--- config.mk ---
export PLATFORM = sky130hd
export DESIGN_NAME = keypad_key_queue
export DESIGN_NICKNAME = d
export VERILOG_FILES = /design/src/rtl/keypad_pkg.sv /design/src/rtl/key_fifo.sv /design/src/rtl/keypad_key_queue.sv
export SDC_FILE = /design/constraint.sdc
export NUM_CORES = 1
export LEC_CHECK = 0
export CAP_MARGIN = 20
export CORE_MARGIN = 1
export CORE_UTILIZATION = 44
export CTS_CLUSTER_DIAMETER = 40
export DETAILED_ROUTE_END_ITERATION = 7
export GPL_TIMING_DRIVEN = 0
export SLEW_MARGIN = 10
export SYNTH_ARGS = -nofsm -noshare
export SYNTH_HDL_FRONTEND = slang
export SYNTH_SLANG_ARGS = --single-unit
--- constraint.sdc ---
create_clock -name CLK -period 4.3 [get_ports CLK]
set_clock_uncertainty 0.05 [all_clocks]
set_input_delay 0.86 -clock CLK [delete_from_list [all_inputs] [get_ports CLK]]
set_output_delay 0.86 -clock CLK [all_outputs]
set_load 0.02 [all_outputs]
--- src/rtl/keypad_pkg.sv ---
// Shared definitions for the keypad key queue: key codes, port-word layout,
// capture FSM encoding and the helper that builds the MCU input-port word.
package keypad_pkg;

    localparam logic [3:0] KEY_0    = 4'd0;
    localparam logic [3:0] KEY_1    = 4'd1;
    localparam logic [3:0] KEY_2    = 4'd2;
    localparam logic [3:0] KEY_3    = 4'd3;
    localparam logic [3:0] KEY_4    = 4'd4;
    localparam logic [3:0] KEY_5    = 4'd5;
    localparam logic [3:0] KEY_6    = 4'd6;
    localparam logic [3:0] KEY_7    = 4'd7;
    localparam logic [3:0] KEY_8    = 4'd8;
    localparam logic [3:0] KEY_9    = 4'd9;
    localparam logic [3:0] KEY_STAR = 4'd10;
    localparam logic [3:0] KEY_HASH = 4'd11;

    localparam int VALID_BIT = 7;
    localparam int OVF_BIT   = 6;
    localparam int CODE_LSB  = 0;

    // MCU input-port address at which OUT_DATA is decoded
    localparam logic [7:0] KEYPAD_PORT_ID = 8'h21;

    localparam int DLY_W   = 3;
    localparam int PULSE_W = 4;

    typedef enum logic {
        CAP_IDLE = 1'b0,
        CAP_WAIT = 1'b1
    } cap_state_t;

    function automatic logic [7:0] pack_out_word(input logic valid, input logic ovf,
                                                 input logic [3:0] code);
        logic [7:0] word;
        word                  = 8'h00;
        word[VALID_BIT]       = valid;
        word[OVF_BIT]         = ovf;
        word[CODE_LSB +: 4]   = valid ? code : 4'h0;
        return word;
    endfunction

endpackage

--- src/rtl/key_fifo.sv ---
// Generic synchronous FIFO with occupancy count; flush has priority over push/pop,
// and a pop on a full FIFO frees the slot for a same-cycle push.
module key_fifo #(
    parameter  int WIDTH = 4,
    parameter  int DEPTH = 8,
    localparam int AW    = (DEPTH > 1) ? $clog2(DEPTH) : 1,
    localparam int CW    = $clog2(DEPTH + 1)
) (
    input  logic             clk,
    input  logic             rst_n,
    input  logic             push,
    input  logic             pop,
    input  logic             clr,
    input  logic [WIDTH-1:0] din,
    output logic             full,
    output logic             empty,
    output logic [CW-1:0]    count,
    output logic [WIDTH-1:0] head
);

    logic [WIDTH-1:0] mem [DEPTH];
    logic [AW-1:0]    wr_ptr;
    logic [AW-1:0]    rd_ptr;
    logic             do_push;
    logic             do_pop;

    assign full    = (count == CW'(DEPTH));
    assign empty   = (count == '0);
    assign head    = mem[rd_ptr];
    assign do_pop  = pop & ~clr & ~empty;
    assign do_push = push & ~clr & (~full | do_pop);

    always_ff @(posedge clk) begin
        if (do_push) begin
            mem[wr_ptr] <= din;
        end
    end

    // DEPTH is a power of two, so the pointers wrap by plain overflow
    always_ff @(posedge clk or negedge rst_n) begin
        if (!rst_n) begin
            wr_ptr <= '0;
            rd_ptr <= '0;
            count  <= '0;
        end else if (clr) begin
            wr_ptr <= '0;
            rd_ptr <= '0;
            count  <= '0;
        end else begin
            if (do_push) begin
                wr_ptr <= wr_ptr + AW'(1);
            end
            if (do_pop) begin
                rd_ptr <= rd_ptr + AW'(1);
            end
            case ({do_push, do_pop})
                2'b10:   count <= count + CW'(1);
                2'b01:   count <= count - CW'(1);
                default: count <= count;
            endcase
        end
    end

endmodule

--- src/rtl/keypad_key_queue.sv ---
// Queues keypad driver presses for the MCU: delayed KEY_DATA capture after each
// KEY_INT rising edge, FIFO head as an input-port word, interrupt per accepted key.
//
// state    | meaning
// CAP_IDLE | waiting for a KEY_INT rising edge
// CAP_WAIT | counting down to the KEY_DATA sample point; further edges ignored
module keypad_key_queue
    import keypad_pkg::*;
#(
    parameter int DEPTH       = 8,
    parameter int CAPTURE_DLY = 2,
    parameter int INT_CYCLES  = 3
) (
    input  logic                         CLK,
    input  logic                         RST_N,
    input  logic [3:0]                   KEY_DATA,
    input  logic                         KEY_INT,
    input  logic                         RD_EN,
    input  logic                         CLR,
    output logic [7:0]                   OUT_DATA,
    output logic [$clog2(DEPTH+1)-1:0]   COUNT,
    output logic                         INT_OUT
);

    logic               key_int_cur;
    logic               key_int_prev;
    logic               key_rise;
    cap_state_t         state;
    cap_state_t         state_nxt;
    logic [DLY_W-1:0]   dly_cnt;
    logic [DLY_W-1:0]   dly_nxt;
    logic               push_req;
    logic               push_ok;
    logic               full;
    logic               empty;
    logic               ovf;
    logic [PULSE_W-1:0] pulse_cnt;
    logic [3:0]         head;

    // The driver is on another clock domain, so its interrupt is sampled before edge detection
    always_ff @(posedge CLK or negedge RST_N) begin
        if (!RST_N) begin
            key_int_cur  <= 1'b0;
            key_int_prev <= 1'b0;
        end else begin
            key_int_cur  <= KEY_INT;
            key_int_prev <= key_int_cur;
        end
    end

    assign key_rise = key_int_cur & ~key_int_prev;

    always_ff @(posedge CLK or negedge RST_N) begin
        if (!RST_N) begin
            state   <= CAP_IDLE;
            dly_cnt <= '0;
        end else begin
            state   <= state_nxt;
            dly_cnt <= dly_nxt;
        end
    end

    always_comb begin
        state_nxt = state;
        dly_nxt   = dly_cnt;
        if (CLR) begin
            state_nxt = CAP_IDLE;
            dly_nxt   = '0;
        end else begin
            case (state)
                CAP_IDLE: begin
                    if (key_rise) begin
                        state_nxt = CAP_WAIT;
                        dly_nxt   = DLY_W'(CAPTURE_DLY);
                    end
                end
                CAP_WAIT: begin
                    if (dly_cnt <= DLY_W'(1)) begin
                        state_nxt = CAP_IDLE;
                        dly_nxt   = '0;
                    end else begin
                        dly_nxt = dly_cnt - DLY_W'(1);
                    end
                end
                default: begin
                    state_nxt = CAP_IDLE;
                    dly_nxt   = '0;
                end
            endcase
        end
    end

    always_comb begin
        push_req = 1'b0;
        if (state == CAP_WAIT && dly_cnt == DLY_W'(1)) begin
            push_req = 1'b1;
        end
    end

    // A full FIFO still accepts the key when the MCU pops the head in the same cycle
    assign push_ok = push_req & ~CLR & (~full | RD_EN);

    always_ff @(posedge CLK or negedge RST_N) begin
        if (!RST_N) begin
            ovf       <= 1'b0;
            pulse_cnt <= '0;
        end else if (CLR) begin
            ovf       <= 1'b0;
            pulse_cnt <= '0;
        end else begin
            if (push_req && full && !RD_EN) begin
                ovf <= 1'b1;
            end
            if (push_ok) begin
                pulse_cnt <= PULSE_W'(INT_CYCLES);
            end else if (pulse_cnt != '0) begin
                pulse_cnt <= pulse_cnt - PULSE_W'(1);
            end
        end
    end

    key_fifo #(
        .WIDTH (4),
        .DEPTH (DEPTH)
    ) u_fifo (
        .clk   (CLK),
        .rst_n (RST_N),
        .push  (push_req),
        .pop   (RD_EN),
        .clr   (CLR),
        .din   (KEY_DATA),
        .full  (full),
        .empty (empty),
        .count (COUNT),
        .head  (head)
    );

    assign INT_OUT  = (pulse_cnt != '0);
    assign OUT_DATA = pack_out_word(~empty, ovf, head);

endmodule

# Yosys cells after proc, flatten, opt, wreduce, memory -nomap -nowiden
# Memories as Yosys holds them, arrays and structs flattened.
# Index checks and enable logic that the tools add are counted.
# word_totals
register_bits	21
mem_bits_rw	32
inputBits	9
output_inout_bits	13
elab_cells	69
n_memories	1
# classes
add_sub_neg	6
order_cmp	1
eq_ne	5
mux	23
bitwise	13
reduce_logical	11
# mem_list
name	depth	word_bits	rd	rd_clocked_by_memory_dff	write_ports	line	text
u_fifo.mem	8	4	1	0	1	key_fifo.sv:21	logic [WIDTH-1:0] mem [DEPTH];
# op_table
operator	count
3-bit 2-to-1 mux	7
4-bit 2-to-1 mux	5
1-bit 2-to-1 mux	8
4-bit case mux with 2 select lines	1
4-bit by 1-bit subtractor with 4-bit output (second input constant)	2
3-bit by 1-bit adder with 3-bit output (second input constant)	2
1-bit AND	6
3-bit case mux with 2 select lines	1
2-bit nonzero test	3
3-bit nonzero test	2
1-bit NOT	5
4-bit by 1-bit adder with 4-bit output (second input constant)	1
4-bit equality test (second input constant)	1
4-bit logical NOT	1
4-bit nonzero test	1
3-bit by 1-bit equality test with 1-bit output (second input constant)	1
3-bit by 1-bit <= comparator with 1-bit output (second input constant)	1
1-bit logical AND	3
3-bit inequality test (second input constant)	1
3-bit by 1-bit subtractor with 3-bit output (second input constant)	1
2-bit by 1-bit equality test with 1-bit output (second input constant)	1
2-bit equality test (second input constant)	1
1-bit bitwise OR	2
1-bit case mux with 2 select lines	1
1-bit logical NOT	1

# Depth between registers and ports, before layout
# logic_depth
ltp_word	8
ltp_mapped	10
ltp_nobuf	10

# By module
# A second synthesis with hierarchy kept.
# hier_totals
cells_unflattened	193
hier_area_um2	2642.5
# modules_own_cells
mod	n_inst	cells_per_inst	area_each_um2	seq_area_each_um2
key_fifo	1	129	1971.9	1211.2
keypad_key_queue	1	64	670.6	275.3

# Worst setup path before layout
# No wires, ideal clock.
# synth_path
path_type	input -> register
from	input CLR
to	register u_fifo.count[3]
setup_ps	124
arrival_ps	2499
required_time_ps	4126
path_slack_ps	1627
cell_stages	8
path_buffers	0
cell_sequence	nand4bb_1 > nor3b_4 > ha_1 > o21ai_0 > nand2b_1 > mux2_4 > and3b_1 > a211o_1
# synth_via
elab_chain_len	8
word_cells_on_any_way	11
cone_classes	eq/ne: 2; mux: 2; bitwise: 6; reduce/logical: 1
# synth_lines
element	line	text
from (decl)	keypad_key_queue.sv:19	input logic CLR,
1-bit NOT	key_fifo.sv:30, key_fifo.sv:31	
1-bit AND (2 in a row)	key_fifo.sv:30	assign do_pop = pop & ~clr & ~empty;
1-bit bitwise OR	key_fifo.sv:31	assign do_push = push & ~clr & (~full | do_pop);
1-bit AND	key_fifo.sv:31	
2-bit by 1-bit equality test with 1-bit output / 2-bit equality test (equally long branches)	key_fifo.sv:56	case ({do_push, do_pop})
4-bit case mux with 2 select lines	key_fifo.sv:56	
4-bit 2-to-1 mux	key_fifo.sv:45	end else if (clr) begin
to (signal assigned)	key_fifo.sv:57	2'b10: count <= count + CW'(1);
to (signal assigned)	key_fifo.sv:58	2'b01: count <= count - CW'(1);
to (signal assigned)	key_fifo.sv:59	default: count <= count;
to (decl)	key_fifo.sv:17	output logic [CW-1:0] count,
# Parallel ways exist; a longest one is shown, timed or not.
# A chain may end at the register's enable or synchronous reset.

# Worst setup path in the final report
# layout_path
from	register u_fifo.rd_ptr[0]
to	output OUT_DATA[0]
# layout_via
elab_chain_len	2
# layout_lines
element	line	text
from (decl)	key_fifo.sv:23	logic [AW-1:0] rd_ptr;
from (signal assigned)	key_fifo.sv:54	rd_ptr <= rd_ptr + AW'(1);
memory read 8 x 4 bit	-	
4-bit 2-to-1 mux	keypad_pkg.sv:39	word[CODE_LSB +: 4] = valid ? code : 4'h0;
to (decl)	keypad_key_queue.sv:20	output logic [7:0] OUT_DATA,
# Every way passes these cells.

==> flow_metrics.tcl <==
set metrics [dict create \
    crit_type "register to primary output" \
    maxSlewViolCount 0 \
    drt_iter0_markers 66 \
    period_share 0.746 \
    fmax_mhz 312 \
    nNetsFinal 221 \
    cp-end-kind "primary output" \
    grt_pass1_wl_um 6820 \
    status "finished clean" \
    rr_startpoint "dly_cnt[1]" \
    tightest_slew_ns 1.09 \
    wire_per_inst_um 15.1 \
    period_minus_slack_ns 3.21 \
    hp-class "register to register" \
    critPathRequiredTime_ns 3.39 \
    ctsHoldBuffers 0 \
    combPwrFrac 0.399 \
    pin_count 22 \
    sw_frac_of_total 0.342 \
    power_density_mw_per_mm2 534 \
    die_x_um 76.4 \
    pwr-share-clk 0.183 \
    hpwl_um 3040 \
    cts_max_level 2 \
    drc 0 \
    dieArea_mm2 0.00584 \
    n_antenna_cell 0 \
    r2r_setup_slack_ns 1.58 \
    setup_viol 0 \
    slew_headroom 0.266 \
    post_cts_buffers 0 \
    vias 1469 \
    yosysSeqAreaShare 0.610 \
    hold_depth 0 \
    synth_edf_count 32 \
    rsz0062_at_grt "false" \
    ir_drop_mv 0.405 \
    area_growth_pct 15.1 \
    internal-power_mw 0.984 \
    dp_cells 268 \
    track_usage 0.155 \
    synth_top_area_frac 0.395 \
    antenna_found_initial 0 \
    io_buffers 19 \
    root_buffer "clkbuf_8" \
    postLayoutCellArea_mm2 0.00280 \
    hold_viol 0 \
    overflow 0 \
    syn_area_mm2 0.00243 \
    hold_end "key_int_prev" \
    power_leakage_nw 1.04 \
    hold_start "key_int_cur" \
    yosys.area.top_type "edfxtp_1" \
    fin_total_pwr_mw 1.50 \
    synth_common_cells "edfxtp_1 (32), dfrtp_1 (21), nor2_1 (16), nand2_1 (11), nor3_1 (9)" \
    ys.flop_type "edfxtp_1" \
    reg2reg_depth 6 \
    rows 26 \
    cp-startpoint "u_fifo.rd_ptr[0]" \
    grt_pass1_vias 1421 \
    drive_above_1_share 0.131 \
    crit_fanout 9 \
    gp_congestion 0.733 \
    cts-resized-gates 0 \
    grt_max_degree 22 \
    tns_ns 0 \
    start_kind "register" \
    ys_ff_latch 53 \
    yosys-top-cells-area "edfxtp_1 (39%), dfrtp_1 (22%), mux4_2 (7.4%)" \
    syn_inst 178 \
    clk_path_buf_depth 2 \
    floorplan.initialDensity 0.468 \
    r2r-end "u_fifo.mem[1][2]" \
    ant_nets 0 \
    cts_buffers 5 \
    seqPwrFrac 0.418 \
    async_flop_share 0.396 \
    cap_violations 0 \
    ys_warn_count 0 \
    viasPerCell 5.32 \
    cts_tree "built" \
    firstDrtPassIters 4 \
    worstPathArrival_ns 2.30 \
    clock-sinks 53 \
    synth_cell_types 41 \
    placed_cell_area_mm2 0.00272 \
    wl_um 4170 \
    yosysMostFrequentCell "edfxtp_1" \
    final_cells 276 \
    clk_latency_ns 0.31 \
    clk_pin_slew_ns 0.09 \
    syn_area_per_cell_um2 13.7 \
    die_h_um 76.4 \
    p_switching_mw 0.512 \
    core_area_mm2 0.00520 \
]
==> placed cells by master, fill, tap and decap left out, types with 2 or more instances in the layout <==
cell type and count:
a211oi_1 2, a21o_1 2, a21oi_1 8, buf_4 3, clkbuf_1 5, clkbuf_8 5
clkdlybuf4s50_1 19, conb_1 2, dfrtp_1 21, edfxtp_1 32, ha_1 7, inv_1 7
mux2i_1 5, mux4_2 8, nand2_1 11, nand2b_1 7, nor2_1 16, nor3_1 9
nor3b_1 2, nor4_1 2, o21ai_0 5, xnor2_1 2, xor2_1 4
==> final cells by class <==
class | count | area, um^2
Fill cell | 461 | 2400
Inverter | 8 | 30.0
Clock buffer | 6 | 72.6
Multi-Input combinational cell | 109 | 868
Timing Repair Buffer | 19 | 190
Tap cell | 70 | 87.6
Clock inverter | 2 | 13.8
Sequential cell | 53 | 1490
Buffer | 9 | 53.8
==> power groups by stage <==
| stage | Sequential [mW] | Clock, mW | Combinational, mW |
|---|---|---|---|
| floorplan | 0.649 | 0 | 0.389 |
| global placement | 0.633 | 0 | 0.586 |
| detailed placement | 0.636 | 0 | 0.604 |
| CTS | 0.625 | 0.281 | 0.606 |
| global route | 0.633 | 0.300 | 0.653 |
| finish | 0.625 | 0.273 | 0.597 |
==> layer usage <==
| layer | GRT usage | routed length [um] | up-vias |
|---|---|---|---|
| li1 | - | - | 704 |
| met1 | 0.205 | 1900 | 736 |
| met2 | 0.248 | 2070 | 24 |
| met3 | 0.0419 | 160 | 5 |
| met4 | 0.0519 | 48 | 0 |
| met5 | 0 | 0 | - |
==> worst max path at each step <==
stage / slack [ns] / endpoint
floorplan: 1.63 / u_fifo.count[3]
finish: 1.09 / OUT_DATA[0]
global route: 0.97 / OUT_DATA[2]
detailed placement: 0.83 / u_fifo.mem[1][3]
global placement: 0.96 / u_fifo.mem[1][3]
CTS: 1.06 / OUT_DATA[0]
==> stage by stage <==
stage | hold WS (ns) | utilization | worst slack, ns
after detailed placement | 0.318 | 0.522 | 0.829
after global placement | 0.316 | 0.522 | 0.955
final | 0.335 | 0.538 | 1.09
after global routing | 0.356 | 0.538 | 0.973
after CTS | 0.340 | 0.538 | 1.06
after floorplan | 0.304 | - | 1.63
==> cells by family after synthesis <==
family / count (synthesis) / synth area share
DFF: 53 / 0.610
and+or+nand+nor: 53 / 0.123
AOI/OAI and AO/OA: 26 / 0.0678
buffers and inverters: 17 / 0.0344
muxes: 15 / 0.105
adders and majority gates: 7 / 0.0360
xor gates and xnor gates: 6 / 0.0216
other: 1 / 0.00154
==> flip-flops by register name, indices dropped and copies added, names as in the netlist, 3 cells and up <==
name	flops
u_fifo.rd_ptr	3
pulse_cnt	4
u_fifo.count	4
u_fifo.wr_ptr	3
dly_cnt	3
u_fifo.mem	32
==> critical path, cell delays in order (launching register included) <==
cell	delay (ns)
dfrtp_1	0.35
buf_2	0.31
mux4_2	0.54
mux2i_1	0.17
nor2_1	0.06
clkdlybuf4s50_1	0.57
Note: power is estimated with default switching activity, not from simulation.
